File: config.mk
export PLATFORM = sky130hd
export DESIGN_NAME = req_grant_dispatcher_flat
export DESIGN_NICKNAME = d
export VERILOG_FILES = /design/src/rtl/req_grant_dispatcher_if.sv /design/src/rtl/req_grant_dispatcher.sv /design/src/flat_wrapper.sv
export SDC_FILE = /design/constraint.sdc
export NUM_CORES = 1
export LEC_CHECK = 0
export ABC_AREA = 1
export CAP_MARGIN = 25
export CORE_MARGIN = 4
export CORE_UTILIZATION = 43
export DETAILED_ROUTE_END_ITERATION = 6
export GPL_TIMING_DRIVEN = 0
export MAX_ROUTING_LAYER = met4
export PLACE_DENSITY = 0.88
export SLEW_MARGIN = 40
export SYNTH_ARGS = -nofsm -noshare
export SYNTH_HDL_FRONTEND = slang
export SYNTH_SLANG_ARGS = --single-unit
export TNS_END_PERCENT = 30
File: constraint.sdc
create_clock -name clk -period 1.4 [get_ports clk]
set_input_delay 0.42 -clock clk [delete_from_list [all_inputs] [get_ports clk]]
set_output_delay 0.42 -clock clk [all_outputs]
set_load 0.005 [all_outputs]
File: src/rtl/req_grant_dispatcher_if.sv
// Grant-path bundle for req_grant_dispatcher: request pulses in, indexed valid/ready grant out.
// master = dispatcher side, slave = requesters/consumer side.
interface req_grant_dispatcher_if #(
  parameter int WIDTH      = 8,
  parameter int ADDR_WIDTH = $clog2(WIDTH)
);
  logic [WIDTH-1:0]      req;
  logic [ADDR_WIDTH-1:0] gnt_idx;
  logic                  gnt_valid;
  logic                  gnt_ready;
  logic                  done;
  logic [WIDTH-1:0]      pending;
  logic                  busy;
  logic                  timeout;

  modport master (
    input  req, gnt_ready, done,
    output gnt_idx, gnt_valid, pending, busy, timeout
  );

  modport slave (
    output req, gnt_ready, done,
    input  gnt_idx, gnt_valid, pending, busy, timeout
  );
endinterface

File: src/rtl/req_grant_dispatcher.sv
// Sticky request capture + highest-index pick, served one at a time over a valid/ready grant.
// Optional BUSY watchdog: define REQ_GRANT_DISPATCHER_BUSY_TIMEOUT_EN.
module req_grant_dispatcher #(
  parameter int WIDTH      = 8,
  parameter int ADDR_WIDTH = $clog2(WIDTH),
  parameter int TIMEOUT    = 16
) (
  input  logic                   clk,
  input  logic                   rst_n,
  req_grant_dispatcher_if.master bus
);

  if (WIDTH < 2)   begin : g_bad_width   $error("WIDTH must be >= 2");   end
  if (TIMEOUT < 1) begin : g_bad_timeout $error("TIMEOUT must be >= 1"); end

  typedef enum logic [1:0] {IDLE, OFFER, BUSY} state_e;

  state_e                state_q, state_d;
  logic [WIDTH-1:0]      pending_q, pending_d;
  logic [ADDR_WIDTH-1:0] gnt_idx_q, gnt_idx_d;
  logic                  gnt_valid_q, gnt_valid_d;
  logic                  busy_q, busy_d;
  logic [WIDTH-1:0]      clr_mask;
  logic [WIDTH-1:0]      cand;
  logic [ADDR_WIDTH-1:0] sel;

`ifdef REQ_GRANT_DISPATCHER_BUSY_TIMEOUT_EN
  localparam int CNT_W = $clog2(TIMEOUT + 1);
  logic [CNT_W-1:0] cnt_q, cnt_d;
  logic             timeout_q, timeout_d;
`endif

  // Same-edge pulses count, so a request can be granted with 1-cycle latency.
  always_comb begin
    cand = pending_q | bus.req;
    sel  = '0;
    for (int i = 0; i < WIDTH; i++)
      if (cand[i]) sel = ADDR_WIDTH'(i);
  end

  always_comb begin
    state_d     = state_q;
    gnt_idx_d   = gnt_idx_q;
    gnt_valid_d = gnt_valid_q;
    busy_d      = busy_q;
    clr_mask    = '0;
`ifdef REQ_GRANT_DISPATCHER_BUSY_TIMEOUT_EN
    cnt_d       = cnt_q;
    timeout_d   = 1'b0;
`endif
    case (state_q)
      IDLE: begin
        if (|cand) begin
          gnt_idx_d   = sel;
          gnt_valid_d = 1'b1;
          busy_d      = 1'b1;
          state_d     = OFFER;
        end
      end
      OFFER: begin
        if (bus.gnt_ready) begin
          clr_mask[gnt_idx_q] = 1'b1;
          gnt_valid_d         = 1'b0;
          state_d             = BUSY;
`ifdef REQ_GRANT_DISPATCHER_BUSY_TIMEOUT_EN
          cnt_d               = '0;
`endif
        end
      end
      BUSY: begin
        if (bus.done) begin
          busy_d  = 1'b0;
          state_d = IDLE;
        end
`ifdef REQ_GRANT_DISPATCHER_BUSY_TIMEOUT_EN
        else if (cnt_q == CNT_W'(TIMEOUT - 1)) begin
          busy_d    = 1'b0;
          timeout_d = 1'b1;
          state_d   = IDLE;
        end else begin
          cnt_d = cnt_q + 1'b1;
        end
`endif
      end
      default: begin
        state_d     = IDLE;
        gnt_valid_d = 1'b0;
        busy_d      = 1'b0;
      end
    endcase
    // OR-ing req after the clear makes a colliding pulse win over the clear.
    pending_d = (pending_q & ~clr_mask) | bus.req;
  end

  always_ff @(posedge clk or negedge rst_n) begin
    if (!rst_n) begin
      state_q     <= IDLE;
      pending_q   <= '0;
      gnt_idx_q   <= '0;
      gnt_valid_q <= 1'b0;
      busy_q      <= 1'b0;
    end else begin
      state_q     <= state_d;
      pending_q   <= pending_d;
      gnt_idx_q   <= gnt_idx_d;
      gnt_valid_q <= gnt_valid_d;
      busy_q      <= busy_d;
    end
  end

`ifdef REQ_GRANT_DISPATCHER_BUSY_TIMEOUT_EN
  always_ff @(posedge clk or negedge rst_n) begin
    if (!rst_n) begin
      cnt_q     <= '0;
      timeout_q <= 1'b0;
    end else begin
      cnt_q     <= cnt_d;
      timeout_q <= timeout_d;
    end
  end
  assign bus.timeout = timeout_q;
`else
  assign bus.timeout = 1'b0;
`endif

  assign bus.gnt_idx   = gnt_idx_q;
  assign bus.gnt_valid = gnt_valid_q;
  assign bus.pending   = pending_q;
  assign bus.busy      = busy_q;

endmodule

File: src/flat_wrapper.sv
// flat-port wrapper written by rule: the top's interface ports become plain ports
module req_grant_dispatcher_flat 
#(
  parameter int WIDTH      = 8,
  parameter int ADDR_WIDTH = $clog2(WIDTH),
  parameter int TIMEOUT    = 16
)
  (clk, rst_n, bus_req, bus_gnt_ready, bus_done, bus_gnt_idx, bus_gnt_valid, bus_pending, bus_busy, bus_timeout);
  req_grant_dispatcher_if #(.WIDTH(WIDTH), .ADDR_WIDTH(ADDR_WIDTH)) bus_i ();
  input  logic clk;
  input  logic rst_n;
  input wire logic [$bits(bus_i.req)-1:0] bus_req;
  input wire logic [$bits(bus_i.gnt_ready)-1:0] bus_gnt_ready;
  input wire logic [$bits(bus_i.done)-1:0] bus_done;
  output wire logic [$bits(bus_i.gnt_idx)-1:0] bus_gnt_idx;
  output wire logic [$bits(bus_i.gnt_valid)-1:0] bus_gnt_valid;
  output wire logic [$bits(bus_i.pending)-1:0] bus_pending;
  output wire logic [$bits(bus_i.busy)-1:0] bus_busy;
  output wire logic [$bits(bus_i.timeout)-1:0] bus_timeout;
  assign bus_i.req = bus_req;
  assign bus_i.gnt_ready = bus_gnt_ready;
  assign bus_i.done = bus_done;
  assign bus_gnt_idx = bus_i.gnt_idx;
  assign bus_gnt_valid = bus_i.gnt_valid;
  assign bus_pending = bus_i.pending;
  assign bus_busy = bus_i.busy;
  assign bus_timeout = bus_i.timeout;
  req_grant_dispatcher #(.WIDTH(WIDTH), .ADDR_WIDTH(ADDR_WIDTH), .TIMEOUT(TIMEOUT)) u_core (.clk(clk), .rst_n(rst_n), .bus(bus_i));
endmodule
# Yosys cells after proc, flatten, opt, wreduce, memory -nomap -nowiden
# Cells that the tools add are included.
# W data, S select, Z words.
[totals]
reg_bits = 15
wordCells = 45
output_inout_bits = 14
in_bits = 12
[classes]
bitwise = 6
mux = 20
eq_ne = 5
n_reduce_logical = 7
order_cmp = 2
[op_table]
columns = ["operator", "count"]
rows = [
  ["$mux W8", 2],
  ["$or A8 B8 Y8", 2],
  ["$mux W3", 5],
  ["$reduce_and A3 Y1", 3],
  ["$and A8 B8 Y8", 1],
  ["$mux W2", 4],
  ["$not A8 Y8", 1],
  ["$reduce_or A8 Y1", 1],
  ["$pmux W1 S3", 2],
  ["$pmux W2 S3", 1],
  ["$mux W1", 5],
  ["$lt A3 B4 Y1 const B", 1],
  ["$ne A2 B2 Y1 const B", 2],
  ["$demux W1 S3", 1],
  ["$ge A3 B1 Y1 const B", 1],
  ["$eq A2 B1 Y1 const B", 1],
  ["$eq A2 B2 Y1 const B", 1],
  ["$logic_not A2 Y1", 1],
  ["$ne A2 B1 Y1 const B", 1],
  ["$not A1 Y1", 2],
  ["$reduce_and A2 Y1", 1],
  ["$logic_and A1 B1 Y1", 1],
]

# Depth between registers and ports, before layout
# Gate-level depths: netlist of the first run.
[depth]
word_depth = 9
mapped_depth = 10
depth_no_buf = 10

# Worst setup path before layout of the first run
# Ideal clock, no wire load.
[synth_path]
kind = "input-to-reg"
startpoint = "input port bus_req[7]"
endpoint = "register u_core.gnt_idx_q[0] (netlist: u_core.bus.gnt_idx[0])"
cell_stages = 8
t_required_ns = 1.284
path_buffers = 0
setup_ns = 0.116
setup_slack_ns = 0.273
arrival_time_ns = 1.011
path_cell_list = "nor2_2 -> nand2_2 -> nor2_4 -> nand2_2 -> nand2_4 -> inv_2 -> nand2_1 -> nand2_1"
[synth_between]
elab_chain_len = 3
word_cells_on_any_way = 4
cone_classes = "mux (1); bitwise (1); reduce/logical (2)"
[synth_lines]
columns = ["element", "line", "text"]
rows = [
  ["start, declared", "flat_wrapper.sv:12", "input wire logic [$bits(bus_i.req)-1:0] bus_req;"],
  ["$or A8 B8 Y8 (*)", "req_grant_dispatcher.sv:35", "cand = pending_q | bus.req;"],
  ["$reduce_or A8 Y1", "req_grant_dispatcher.sv:53", "if (|cand) begin"],
  ["$reduce_and A2 Y1 (no source line)", "--", ""],
  ["end signal, assigned", "req_grant_dispatcher.sv:105", "gnt_idx_q <= gnt_idx_d;"],
  ["end, declared", "req_grant_dispatcher.sv:20", "logic [ADDR_WIDTH-1:0] gnt_idx_q, gnt_idx_d;"],
]
# Mark *: on every way between the ends. The rest lies on a longest branch, timed or not.
# A chain may end at the register's enable or synchronous reset.

# Worst setup path after layout of the first run
[layout_path]
startpoint = "register u_core.pending_q[4] (netlist: u_core.bus.pending[4])"
endpoint = "output port bus_pending[4]"
[layout_rtl]
columns = ["element", "line", "text"]
rows = [
  ["start, declared", "req_grant_dispatcher.sv:19", "logic [WIDTH-1:0] pending_q, pending_d;"],
  ["start signal, assigned", "req_grant_dispatcher.sv:104", "pending_q <= pending_d;"],
  ["end, declared", "flat_wrapper.sv:17", "output wire logic [$bits(bus_i.pending)-1:0] bus_pending;"],
]
# No word-level cell between the ends.

==> results of run 1 <==
-- cell type report --
type | instances | share of cell area
Buffer | 1 | 0.00633
Timing Repair Buffer | 39 | 0.300
Sequential cell | 15 | 0.319
Tap cell | 16 | 0.0169
Inverter | 8 | 0.0253
Clock buffer | 4 | 0.0222
Multi-Input combinational cell | 66 | 0.311
-- power by group through the flow --
| stage | logic (uW) | registers [uW] | clock network, uW |
|---|---|---|---|
| after floorplan | 352 | 681 | 0 |
| after global placement | 652 | 685 | 0 |
| after global routing | 918 | 648 | 273 |
| after CTS | 763 | 632 | 253 |
| after detailed placement | 674 | 694 | 0 |
| final | 820 | 634 | 253 |
-- synth_stat cells --
cell type and count:
inv_2 1, o21ai_1 2, or2_1 2, nand2_4 1
nand2_1 23, a21oi_1 7, buf_4 1, nor3_1 5
nor2_1 8, nor2_4 3, conb_1 1, nor2_2 5
nand2_2 3, a41oi_1 1, a31oi_1 1, dfrtp_1 15
nand3_1 3, inv_1 7
-- cells by family (layout without fill, tap and decap cells) --
family | Yosys count | after routing
AND/OR/NAND/NOR | 53 | 54
flip-flops | 15 | 15
other | 1 | 1
buffers and inverters | 9 | 52
AO/OA/AOI/OAI | 11 | 11
-- routing by layer --
metal | GRT usage | share of wire | vias up
met5 | - | 0 | -
met4 | 0.0553 | 0.014 | 0
met3 | 0.0331 | 0.055 | 6
met2 | 0.299 | 0.51 | 23
met1 | 0.203 | 0.42 | 365
li1 | - | - | 370
-- flip-flops by register name, summed over array words and instances (netlist names) --
register and count:
u_core.bus.gnt_valid 1, u_core.bus.gnt_idx 3, u_core.bus.busy 1, u_core.state_q 2, u_core.bus.pending 8
-- per-stage QoR --
step	hold slack (ns)	total power, uW	TNS (ns)	instance area [um^2]	util
5_1_grt	0.490	1840	-0.00774	1190	0.761
6_report	0.472	1710	0	1190	0.761
3_5_place_dp	0.471	1370	-2.49	1000	0.642
2_1_floorplan	0.124	1030	0	741	-
3_3_place_gp	0.459	1340	-2.04	1000	0.642
4_1_cts	0.492	1650	0	1090	0.698
-- cells in the final DEF (no fill, tap or decap), types with 4 or more instances in the layout --
master	instances
nor3_1	5
dlygate4sd2_1	12
inv_1	7
nand2_2	5
dfrtp_1	13
nor2_1	6
clkdlybuf4s50_1	4
a21oi_1	7
nor2_4	7
buf_4	16
nand2_1	21
dlymetal6s2s_1	7
-- how the worst max path moves through the flow --
stage	endpoint	slack, ns	cells past startpoint
2_1_floorplan	u_core.bus.gnt_idx[0]	0.27	8
3_3_place_gp	u_core.bus.gnt_idx[0]	-0.27	9
3_5_place_dp	u_core.bus.gnt_idx[0]	-0.29	9
4_1_cts	u_core.bus.gnt_idx[0]	0.005	9
5_1_grt	bus_pending[4]	-0.005	1
6_report	bus_pending[4]	0.03	1
-- timing repair --
item | in CTS | in global routing
setup buffers | 10 | 5
gates cloned | 0 | 1
resized for setup | 15 | 17
pin swaps | 0 | 11
setup endpoints to repair | 13 | 7
hold buffers | 0 | 0
==> impl_metrics.yaml, run 1 <==
sta:
  drv_slew: 0
  worst_pin_slew_ns: 0.696
  relSlewSlack: 0.534
  finalHoldViolations: 0
  fin_ws_ns: 0.0256
  finalSetupViolations: 0
  skew_ns: 0.000748
  finalCriticalPeriod_ns: 1.37
  fin_crit_sh: 0.982
  fmax_mhz: 728
yosys:
  ys_types: 18
  synth_seq_cells: 15
  synth_top_family_by_area: "simple AND/OR/NAND/NOR gates"
  ys_top_cells_by_area: "dfrtp_1 (51%), nand2_1 (12%), a21oi_1 (4.7%), nor2_4 (4.6%), nor2_2 (4.2%)"
  syn_inst: 89
  synth_fa_ha_area_frac: 0
  avgSynthCellArea_um2: 8.32
  ys_seq_area_frac: 0.507
  yosysWarnings: 0
  synth_top_cell_by_area: "dfrtp_1"
  synth_xor_area_frac: 0
  synth_nets: 101
  muxShareOfSynthArea: 0
  synth_compound_area_frac: 0.0811
  synth-simple-area-share: 0.356
  synth_area_um2: 741
  synth_top_cell_area_share: 0.507
hold_path:
  hold_depth: 3
  worstHoldStart: "bus_req[0]"
  holdPathEnd: "u_core.bus.pending[0]"
  hold_path.class: "in -> reg"
power:
  irDropWorstVdd_uv: 1240
  p_sw_uw: 659
  intPower_uw: 1050
  leakage_uw: 0.000573
  power_density_nw_per_um2: 1440
  power_frac_clock: 0.148
  p_sw_frac: 0.386
  p_seq_frac: 0.372
  comb_power_share: 0.480
worst_setup_path:
  crit_family: "flip-flops"
  crit_type: "reg -> out"
  critical_path.cell_chain: "dlygate4sd2_1"
  critPathCaptureType: "output port"
  worstPathMaxFanout: 2
  crit_buf_inv: 1
  rr_endpoint: "u_core.bus.gnt_idx[0]"
  critPathMaxStageDelay_ns: 0.39
  cp_data_required_time_ns: 0.98
  r2r_start: "u_core.bus.pending[7]"
  start_kind: "flop"
  arrival_ns: 0.95
  rrSetupSlack_ns: 0.13
  crit_slowest_cell: "dfrtp_1"
  reg2reg_depth: 9
  setup.worst_path.start: "u_core.bus.pending[4]"
detailed_routing:
  wire_per_inst_um: 13.9
  drc: 0
  avgViaCountPerCell: 5.13
  dr.pass1.iters: 4
  wl_mm: 2.07
  drt_iter0_markers: 12
  ant_nets: 0
  vias: 764
cells_and_area:
  nets: 146
  final_cells: 149
  drive_gt1_frac: 0.293
  antennaDiodeCount: 0
  seqCellArea_um2: 378
  fillCellCount: 115
  area.growth.synth_to_final_pct: 60.1
  multi_input_area_um2: 369
global_routing:
  grt_pass1_wl_mm: 3.22
  grt_pass1_vias: 732
  grt_max_degree: 16
  antenna_found_initial: 0
  grt_use_total: 0.173
  overflow: 0
flow_run:
  max_cap_viol_count: 0
cts:
  root_buffer: "clkbuf_4"
  clk_path_buf_depth: 2
  cts-htree-levels: 1
  cts_tree: "built"
  cts.sinks: 15
  clock_latency_ns: 0.29
  clk_pin_slew_worst_paths_ns: 0.09
  cts_inserted_buffers: 3
floorplan:
  die_width_um: 49.5
  rows: 14
  core_area_um2: 1560
  io_pins: 26
  die-area_um2: 2450
  initial_utilization: 0.475
  die_h_um: 49.5
placement:
  dp_cells: 129
  pre_cts_ws_ns: -0.293
  dp_hpwl_mm: 1.33
  portBuffers: 24
  routabilityCongestion: 0.801
outcome:
  status: "finished clean"
No activity file was read; power rests on OpenSTA's default activity.
==> inputs of run 2 (changes only) <==
- CORE_UTILIZATION: 43 -> 45
- DONT_BUFFER_PORTS: unset -> 1
- PLACE_DENSITY: 0.88 -> 0.71
==> impl_metrics.yaml, run 2 (synthesized netlist as in run 1, its figures left out) <==
outcome:
  status: "finished clean"
worst_setup_path:
  crit_end: "u_core.bus.pending[1]"
  worst-path-stages: 4
  reg2reg_depth: 4
  r2r_start: "u_core.state_q[1]"
  crit_family: "simple AND/OR/NAND/NOR gates"
  crit_buf_inv: 0
  start_kind: "flop"
  rrSetupSlack_ns: 0.15
  critPathMaxStageDelay_ns: 0.41
  crit_type: "reg -> reg"
  arrival_ns: 1.39
  worstPathMaxFanout: 4
  rr_endpoint: "u_core.bus.pending[1]"
  setup.worst_path.start: "u_core.state_q[1]"
  cp_data_required_time_ns: 1.54
  crit_top_cell: "nor2_1"
  critical_path.cell_chain: "nor2_1 > nand2_1 > nor2_1 > a41oi_1"
  crit_slowest_cell: "dfrtp_1"
  critPathCaptureType: "flop"
power:
  power_density_nw_per_um2: 1740
  leakage_uw: 0.000336
  irDropWorstVdd_uv: 1190
cts:
  cts_inserted_buffers: 3
  cts_tree: "built"
  clock_latency_ns: 0.28
  post_cts_resize_count: 0
  clk_path_buf_depth: 2
  clk_pin_slew_worst_paths_ns: 0.09
  cts.sinks: 15
  root_buffer: "clkbuf_4"
  cts-htree-levels: 1
  hold_buffers: 1
  post-cts-setup-buffers: 0
global_routing:
  grt_pass1_wl_mm: 2.64
  grt_max_degree: 16
  grt_pass1_vias: 605
  overflow: 0
  antenna_found_initial: 0
  grt_use_total: 0.145
detailed_routing:
  vias: 576
  drt_iter0_markers: 7
  ant_nets: 0
  avgViaCountPerCell: 5.24
  wire_per_inst_um: 14.0
  dr.pass1.iters: 4
  wl_mm: 1.54
  drc: 0
placement:
  dp_cells: 105
  portBuffers: 0
  routabilityCongestion: 0.752
  pre_cts_ws_ns: 0.160
  dp_hpwl_mm: 1.25
  placed_area_um2: 761
floorplan:
  initial_utilization: 0.486
  die_h_um: 48.6
  io_pins: 26
  rows: 14
  die-area_um2: 2360
  die_width_um: 48.6
  core_area_um2: 1520
sta:
  fin_ws_ns: 0.154
  grt_setup_unrepaired: "false"
  fin_setup_tns_ns: 0
  fmax_mhz: 802
  finalCriticalPeriod_ns: 1.25
  skew_ns: 0.00422
  fin_crit_sh: 0.890
  finalHoldViolations: 0
  drv_slew: 0
  worst_pin_slew_ns: 0.673
  relSlewSlack: 0.550
  finalSetupViolations: 0
cells_and_area:
  seqCellArea_um2: 375
  nets: 107
  multi_input_area_um2: 328
  largest_register_ffs: 8
  fillCellCount: 152
  area.growth.synth_to_final_pct: 7.77
  design_area_um2: 798
  drive_gt1_frac: 0.191
  layout_commonest_cell: "nand2_1"
  final_cells: 110
  final_cell_mix: "nand2_1 (23), dfrtp_1 (15), nor2_1 (8)"
  antennaDiodeCount: 0
flow_run:
  max_cap_viol_count: 0
hold_path:
  hold_path.class: "in -> reg"
==> run 2: how the worst min path moves through the flow <==
stage	startpoint	to	slack, ns	depth (start not counted)
finish	bus_req[0]	u_core.bus.pending[0]	0.30	2
global route	bus_req[5]	u_core.bus.pending[5]	0.29	2
CTS	bus_req[0]	u_core.bus.pending[0]	0.29	2
detailed placement	rst_n	u_core.bus.pending[2]	0.12	0
global placement	rst_n	u_core.bus.pending[0]	0.12	0
floorplan	rst_n	u_core.bus.busy	0.12	0
==> run 2: cell type report <==
cell class                      instances  share of cell area
Buffer                                  1             0.00940
Clock buffer                            3              0.0282
Clock inverter                          1             0.00627
Inverter                                8              0.0376
Multi-Input combinational cell         65               0.411
Sequential cell                        15               0.470
Tap cell                               16              0.0251
Timing Repair Buffer                    1              0.0125
==> run 2: per-layer routing <==
layer | up-vias | track usage | routed length [um]
met5 | - | - | 0
met3 | 5 | 0.0460 | 163
met4 | 0 | 0.0807 | 38
met2 | 27 | 0.233 | 719
met1 | 252 | 0.157 | 622
li1 | 292 | - | -
==> run 2: power breakdown <==
part           total [uW]  switching [uW]  leakage, uW  internal, uW
Combinational         432             276     0.000166           156
Sequential            714             151     0.000152           563
Clock                 244             137    0.0000177           106
==> run 2: through the flow <==
stage | utilization | hold slack (ns) | power (uW)
after global routing | 0.524 | 0.289 | 1530
after CTS | 0.524 | 0.292 | 1400
after global placement | 0.499 | 0.125 | 1120
after detailed placement | 0.499 | 0.125 | 1150
final | 0.524 | 0.297 | 1390
after floorplan | - | 0.124 | 1030
